**src/rtl/mesh_gnrtr_pkg.sv**
```systemverilog
// mesh_gnrtr_pkg: packet field widths and terminal-ID/coordinate helpers for the mesh generator.
package mesh_gnrtr_pkg;

    localparam int NXT_W = 8;
    localparam int ROW_W = 4;
    localparam int COL_W = 4;

    function automatic int calc_drvs(int r, int c);
        return 2 * r + 2 * c;
    endfunction

    // Terminals sit one step outside the router grid: top, left, bottom, then right.
    function automatic int term_row(int id, int r, int c);
        return id < c ? 0 : id < c + r ? id - c + 1 : id < 2 * c + r ? r + 1 : id - 2 * c - r + 1;
    endfunction

    function automatic int term_col(int id, int r, int c);
        return id < c ? id + 1 : id < c + r ? 0 : id < 2 * c + r ? id - c - r + 1 : c + 1;
    endfunction

    function automatic int coord_to_id(int row, int col, int r, int c);
        if (row == 0 && col >= 1 && col <= c) return col - 1;
        if (col == 0 && row >= 1 && row <= r) return c + row - 1;
        if (row == r + 1 && col >= 1 && col <= c) return c + r + col - 1;
        if (col == c + 1 && row >= 1 && row <= r) return 2 * c + r + row - 1;
        return -1;
    endfunction

    // The last router before a terminal is the terminal coordinate clamped into the grid.
    function automatic logic [7:0] router_code(int id, int r, int c);
        int rr, cc;
        rr = term_row(id, r, c);
        cc = term_col(id, r, c);
        rr = rr < 1 ? 1 : rr > r ? r : rr;
        cc = cc < 1 ? 1 : cc > c ? c : cc;
        return {4'(rr), 4'(cc)};
    endfunction

endpackage

```
**src/rtl/mesh_out_fifo.sv**
```systemverilog
// mesh_out_fifo: per-terminal output FIFO; head word is zero while empty.
module mesh_out_fifo #(
    parameter int W = 40,
    parameter int D = 4
) (
    input  logic         clk,
    input  logic         reset,
    input  logic         push,
    input  logic [W-1:0] din,
    input  logic         pop,
    output logic [W-1:0] dout,
    output logic         pndng,
    output logic         full
);
    localparam int AW = D > 1 ? $clog2(D) : 1;
    localparam int CW = $clog2(D + 1);

    logic [W-1:0] mem [D];
    logic [AW-1:0] wp, rp;
    logic [CW-1:0] cnt;
    logic do_push, do_pop;

    function automatic logic [AW-1:0] inc(logic [AW-1:0] p);
        return p == AW'(D - 1) ? '0 : p + 1'b1;
    endfunction

    assign full    = cnt == CW'(D);
    assign pndng   = cnt != '0;
    assign do_push = push & ~full;
    assign do_pop  = pop & pndng;
    assign dout    = pndng ? mem[rp] : '0;

    always_ff @(posedge clk or posedge reset) begin
        if (reset) begin
            wp  <= '0;
            rp  <= '0;
            cnt <= '0;
        end else begin
            if (do_push) wp <= inc(wp);
            if (do_pop) rp <= inc(rp);
            cnt <= cnt + CW'(do_push) - CW'(do_pop);
        end
    end

    always_ff @(posedge clk) if (do_push) mem[wp] <= din;

endmodule

```
**src/rtl/mesh_gnrtr.sv**
```systemverilog
// mesh_gnrtr: round-robin arbiter that routes one source packet per cycle into the
// output FIFO of its edge terminal (or all others on broadcast), stamping the last router.
module mesh_gnrtr
    import mesh_gnrtr_pkg::*;
#(
    parameter int ROWS = 4,
    parameter int COLUMS = 4,
    parameter int pckg_sz = 40,
    parameter int fifo_depth = 4,
    parameter logic [7:0] bdcst = 8'hFF,
    localparam int drvs = calc_drvs(ROWS, COLUMS)
) (
    input  logic                          clk,
    input  logic                          reset,
    input  logic [drvs-1:0][pckg_sz-1:0] data_out_i_in,
    input  logic [drvs-1:0]               pndng_i_in,
    output logic [drvs-1:0]               popin,
    output logic [drvs-1:0][pckg_sz-1:0] data_out,
    output logic [drvs-1:0]               pndng,
    input  logic [drvs-1:0]               pop
);
    localparam int IW = $clog2(drvs);
    localparam int LW = pckg_sz - NXT_W;
    localparam logic [drvs-1:0] ONE = drvs'(1);
    localparam logic [pckg_sz-1:0] LOW_MASK = {{NXT_W{1'b0}}, {LW{1'b1}}};

    logic [drvs-1:0] full, elig, bc, dv, wr;
    logic [IW-1:0] dst [drvs];
    logic [IW-1:0] ptr, g;
    logic gv, gr;
    logic [pckg_sz-1:0] sel;

    function automatic logic [IW-1:0] nxt_idx(logic [IW-1:0] p, int k);
        return IW'((int'(p) + k) % drvs);
    endfunction

    for (genvar i = 0; i < drvs; i++) begin : g_in
        int d;
        assign d = coord_to_id(int'(data_out_i_in[i][pckg_sz-9 -: ROW_W]),
                               int'(data_out_i_in[i][pckg_sz-13 -: COL_W]), ROWS, COLUMS);
        assign bc[i]   = data_out_i_in[i][pckg_sz-9 -: ROW_W+COL_W] == bdcst;
        assign dv[i]   = d >= 0;
        assign dst[i]  = IW'(d);
        // Undeliverable destinations are always eligible so they get popped and dropped.
        assign elig[i] = pndng_i_in[i] & (bc[i] ? ~|(full & ~(ONE << i)) : ~dv[i] | ~full[dst[i]]);
    end

    always_comb begin
        gv = 1'b0;
        g  = '0;
        for (int k = 0; k < drvs; k++) begin
            if (!gv && elig[nxt_idx(ptr, k)]) begin
                gv = 1'b1;
                g  = nxt_idx(ptr, k);
            end
        end
    end

    assign gr    = gv & ~reset;
    assign popin = gr ? ONE << g : '0;
    assign sel   = data_out_i_in[g];

    always_ff @(posedge clk or posedge reset) begin
        if (reset) ptr <= '0;
        else if (gr) ptr <= nxt_idx(g, 1);
    end

    for (genvar j = 0; j < drvs; j++) begin : g_out
        assign wr[j] = gr & (bc[g] ? g != IW'(j) : dv[g] & (dst[g] == IW'(j)));
        mesh_out_fifo #(.W(pckg_sz), .D(fifo_depth)) u_fifo (
            .clk   (clk),
            .reset (reset),
            .push  (wr[j]),
            .din   ({router_code(j, ROWS, COLUMS), LW'(0)} | (sel & LOW_MASK)),
            .pop   (pop[j]),
            .dout  (data_out[j]),
            .pndng (pndng[j]),
            .full  (full[j])
        );
    end

endmodule

```
**config.mk**
```make
export PLATFORM = sky130hd
export DESIGN_NAME = mesh_gnrtr
export DESIGN_NICKNAME = d
export VERILOG_FILES = /design/src/rtl/mesh_gnrtr_pkg.sv /design/src/rtl/mesh_out_fifo.sv /design/src/rtl/mesh_gnrtr.sv
export SDC_FILE = /design/constraint.sdc
export NUM_CORES = 2
export LEC_CHECK = 0
export CORE_MARGIN = 1.5
export CORE_UTILIZATION = 26
export CTS_BUF_LIST = sky130_fd_sc_hd__clkbuf_16
export CTS_CLUSTER_DIAMETER = 30
export DETAILED_ROUTE_END_ITERATION = 10
export DONT_BUFFER_PORTS = 1
export PLACE_DENSITY = 0.39
export REMOVE_ABC_BUFFERS = 1
export SETUP_SLACK_MARGIN = 0.5
export SYNTH_ARGS = -nofsm -noshare
export SYNTH_HDL_FRONTEND = slang
export SYNTH_HIERARCHICAL = 1
export SYNTH_SLANG_ARGS = --single-unit
```
**constraint.sdc**
```tcl
create_clock -name clk -period 27.3 [get_ports clk]
set_input_delay 5.46 -clock clk [delete_from_list [all_inputs] [get_ports clk]]
set_output_delay 5.46 -clock clk [all_outputs]
set_load 0.1 [all_outputs]
```
==> impl_metrics.yaml <==
worst_setup_path:
  arrival_ns: 14.96
  worst-path-buf-inv: 2
  ff2ff_path_depth: 33
  startpoint: "data_out_i_in[108]"
  cp-end-kind: "primary output"
  critPathKind: "input pin to primary output"
  critPathMaxFanout: 58
  cp_top_family: "compound AO/OA/AOI/OAI gates"
  path_cells: "inv_1, ha_1, or3b_1, nor3_1, o21ai_0, a32oi_1, o221ai_1, o211ai_1, o211ai_2, o2bb2ai_1, a21boi_1, nand2_1, o22ai_1, nand3_1, o32a_1, o31ai_4, nand2_4, inv_6, ha_1, nand2_1, nor2_2"
  crit_slowest_cell: "nor2_2"
  r2r-start: "g_out[3].u_fifo/cnt[2]$_DFF_PP0_"
  worstReg2RegEnd: "g_out[3].u_fifo/cnt[2]$_DFF_PP0_"
  critPathLaunchType: "input pin"
  r2r_setup_slack_ns: 14.55
  cpPeakStageDelay_ns: 0.98
  cp_data_required_time_ns: 21.84
route:
  wl_per_cell_um: 32.8
  first_pass_iters: 7
  drtIter0Drc: 7035
  finalWirelength_um: 523000
  viasPerCell: 4.89
  drc: 0
  num_vias: 78000
  ant_nets: 0
worst_hold_path:
  hp-start: "g_out[2].u_fifo/cnt[2]$_DFF_PP0_"
  hp-class: "register to register"
  hold_depth: 1
  min_to: "g_out[2].u_fifo/cnt[2]$_DFF_PP0_"
sta:
  fmax_ghz: 0.0490
  min_period_over_period_pct: 74.8
  tightest_slew_ns: 1.36
  rsz0062_at_grt: "false"
  relSlewSlack_pct: 8.70
  finalSetupTns_ns: 0
  slew_viol_final: 0
  timing.final.ws_setup_ns: 6.88
  setup_violations: 0
  final-hold-violation-count: 0
  finalClockSkew_ns: 0.0758
  fin_crit_ns: 20.42
die:
  die_h_um: 699
  die_w_um: 699
  core_mm2: 0.482
  num_rows: 255
  start_util_pct: 26.1
  dieArea_mm2: 0.488
  io_pins: 1346
grt:
  grt_usage_pct: 20.7
  grt_pass1_vias: 79700
  grt_overflow: 0
  antenna_found_initial: 215
  grt_max_degree: 105
  grt_pass1_wl_um: 696000
synthesis:
  yosys_warnings: 6
  synth_seq_cells: 2676
  synthArstFlopShare_pct: 4.33
  ys.flop_type: "edfxtp_1"
  syn_inst: 7819
  synth_edf_count: 2560
  syn-cell-area_mm2: 0.126
  syn_area_per_cell_um2: 16.1
  synth_cell_types: 149
  synth-seq-area-share_pct: 63.4
clock_network:
  cts_resized: 0
  clockRootBuffer: "clkbuf_16"
  clock_latency_ns: 1.03
  cts_tree: "yes"
  clk_path_buf_depth: 4
  numClockSinks: 2676
  cts_made_buffers: 670
  ctsHtreeMaxLevel: 6
  cts_hold_buf: 0
  clkSlewWorstSetupHoldPaths_ns: 0.04
  cts_setup_buffers: 0
place:
  dpl.hpwl_um: 366000
  place.gp.congestion: 0.936
  place_area_mm2: 0.136
  io_buffers: 0
  dp_slack_ns: 7.02
final_layout:
  fill_cells: 46900
  multi_input_area_mm2: 0.0448
  final_cell_mix: "edfxtp_1 (2560), and2_1 (697), clkbuf_16 (679), mux4_2 (613), conb_1 (512)"
  utilization_pct: 32.9
  layout_commonest_cell: "edfxtp_1"
  seq_area_mm2: 0.0798
  finalNetCount: 9806
  area_growth_pct: 26.2
  final_area_mm2: 0.159
  drive_gt1_share_pct: 24.7
outcome:
  status: "completed"
run:
  cap_viol_max_count: 0
[routing by layer]
| layer | global-route usage (%) | part of all wire, % | wire length [um] |
|---|---|---|---|
| met5 | 0 | 0.080 | 420 |
| met4 | 7.76 | 4.2 | 21800 |
| met1 | 24.8 | 39 | 204000 |
| met3 | 5.83 | 7.7 | 40100 |
| met2 | 35.4 | 49 | 256000 |
[synthesized netlist by cell type (53+ instances only)]
| cell type | number | area (um2) |
|---|---|---|
| ha_1 | 253 | 3170 |
| mux4_2 | 613 | 13800 |
| edfxtp_1 | 2560 | 76900 |
| nor3_1 | 78 | 390 |
| buf_2 | 138 | 691 |
| dfrtp_1 | 116 | 2900 |
| nand2_1 | 388 | 1460 |
| mux2_2 | 57 | 642 |
| o21ai_0 | 133 | 666 |
| a31oi_1 | 73 | 457 |
| inv_1 | 226 | 848 |
| a21oi_1 | 117 | 586 |
| o211ai_1 | 113 | 848 |
| and2_1 | 761 | 4760 |
| a211oi_1 | 97 | 728 |
| buf_12 | 64 | 1280 |
| xnor2_1 | 59 | 517 |
| nand3_1 | 177 | 886 |
| nor2b_1 | 53 | 332 |
| mux2i_1 | 219 | 2190 |
| nand4_1 | 53 | 332 |
| nor2_1 | 235 | 882 |
| clkbuf_1 | 204 | 766 |
[worst max-delay path by stage]
stage,endpoint,depth (start not counted)
6_report,popin[13],21
5_1_grt,popin[1],21
4_1_cts,popin[13],21
3_5_place_dp,popin[13],21
3_3_place_gp,popin[5],21
2_1_floorplan,popin[10],19
[per-stage QoR]
| stage | hold WS [ns] | cells |
|---|---|---|
| CTS | 0.492 | 15800 |
| finish | 0.492 | 16000 |
| global placement | 0.473 | 14600 |
| detailed placement | 0.482 | 14600 |
| global route | 0.513 | 15900 |
| floorplan | 0.460 | 7882 |
[registers in the layout, indices dropped and copies added, names as in the netlist]
name / flops
g_out.u_fifo/mem: 2560
g_out.u_fifo/cnt: 48
g_out.u_fifo/rp: 32
g_out.u_fifo/wp: 32
ptr: 4
[cell families (layout without fill, tap and decap cells)]
| logic type | after synthesis | count (layout) | share of synthesized area [%] |
|---|---|---|---|
| AO/OA/AOI/OAI | 1040 | 1040 | 6.38 |
| XOR/XNOR | 99 | 99 | 0.689 |
| adder cells (fa/ha/maj) | 269 | 269 | 2.77 |
| buffers and inverters | 679 | 1763 | 3.12 |
| flip-flops | 2676 | 2676 | 63.4 |
| multiplexers | 948 | 948 | 14.2 |
| other | 2 | 638 | 0.00597 |
| AND/OR/NAND/NOR | 2106 | 2106 | 9.46 |
[layout make-up]
type	count	area share, %
Tap cell	6425	5.06
Timing Repair Buffer	309	1.48
Clock buffer	679	10.7
Multi-Input combinational cell	4974	28.2
Clock inverter	543	3.52
Inverter	232	0.556
Antenna cell	126	0.199
Sequential cell	2676	50.3
[worst register-to-register path, delay by kind of cell (launching register included)]
family | cells | cell delay [ns]
xor gates and xnor gates | 2 | 0.30
buffers and inverters | 5 | 1.35
adders and majority gates | 3 | 0.90
DFF | 1 | 0.40
and+or+nand+nor | 11 | 4.21
AOI/OAI and AO/OA | 12 | 5.53
Power is left out: the tool's default activity adds up to more than one toggle a clock period on the data nets, which glitch-free logic cannot reach.
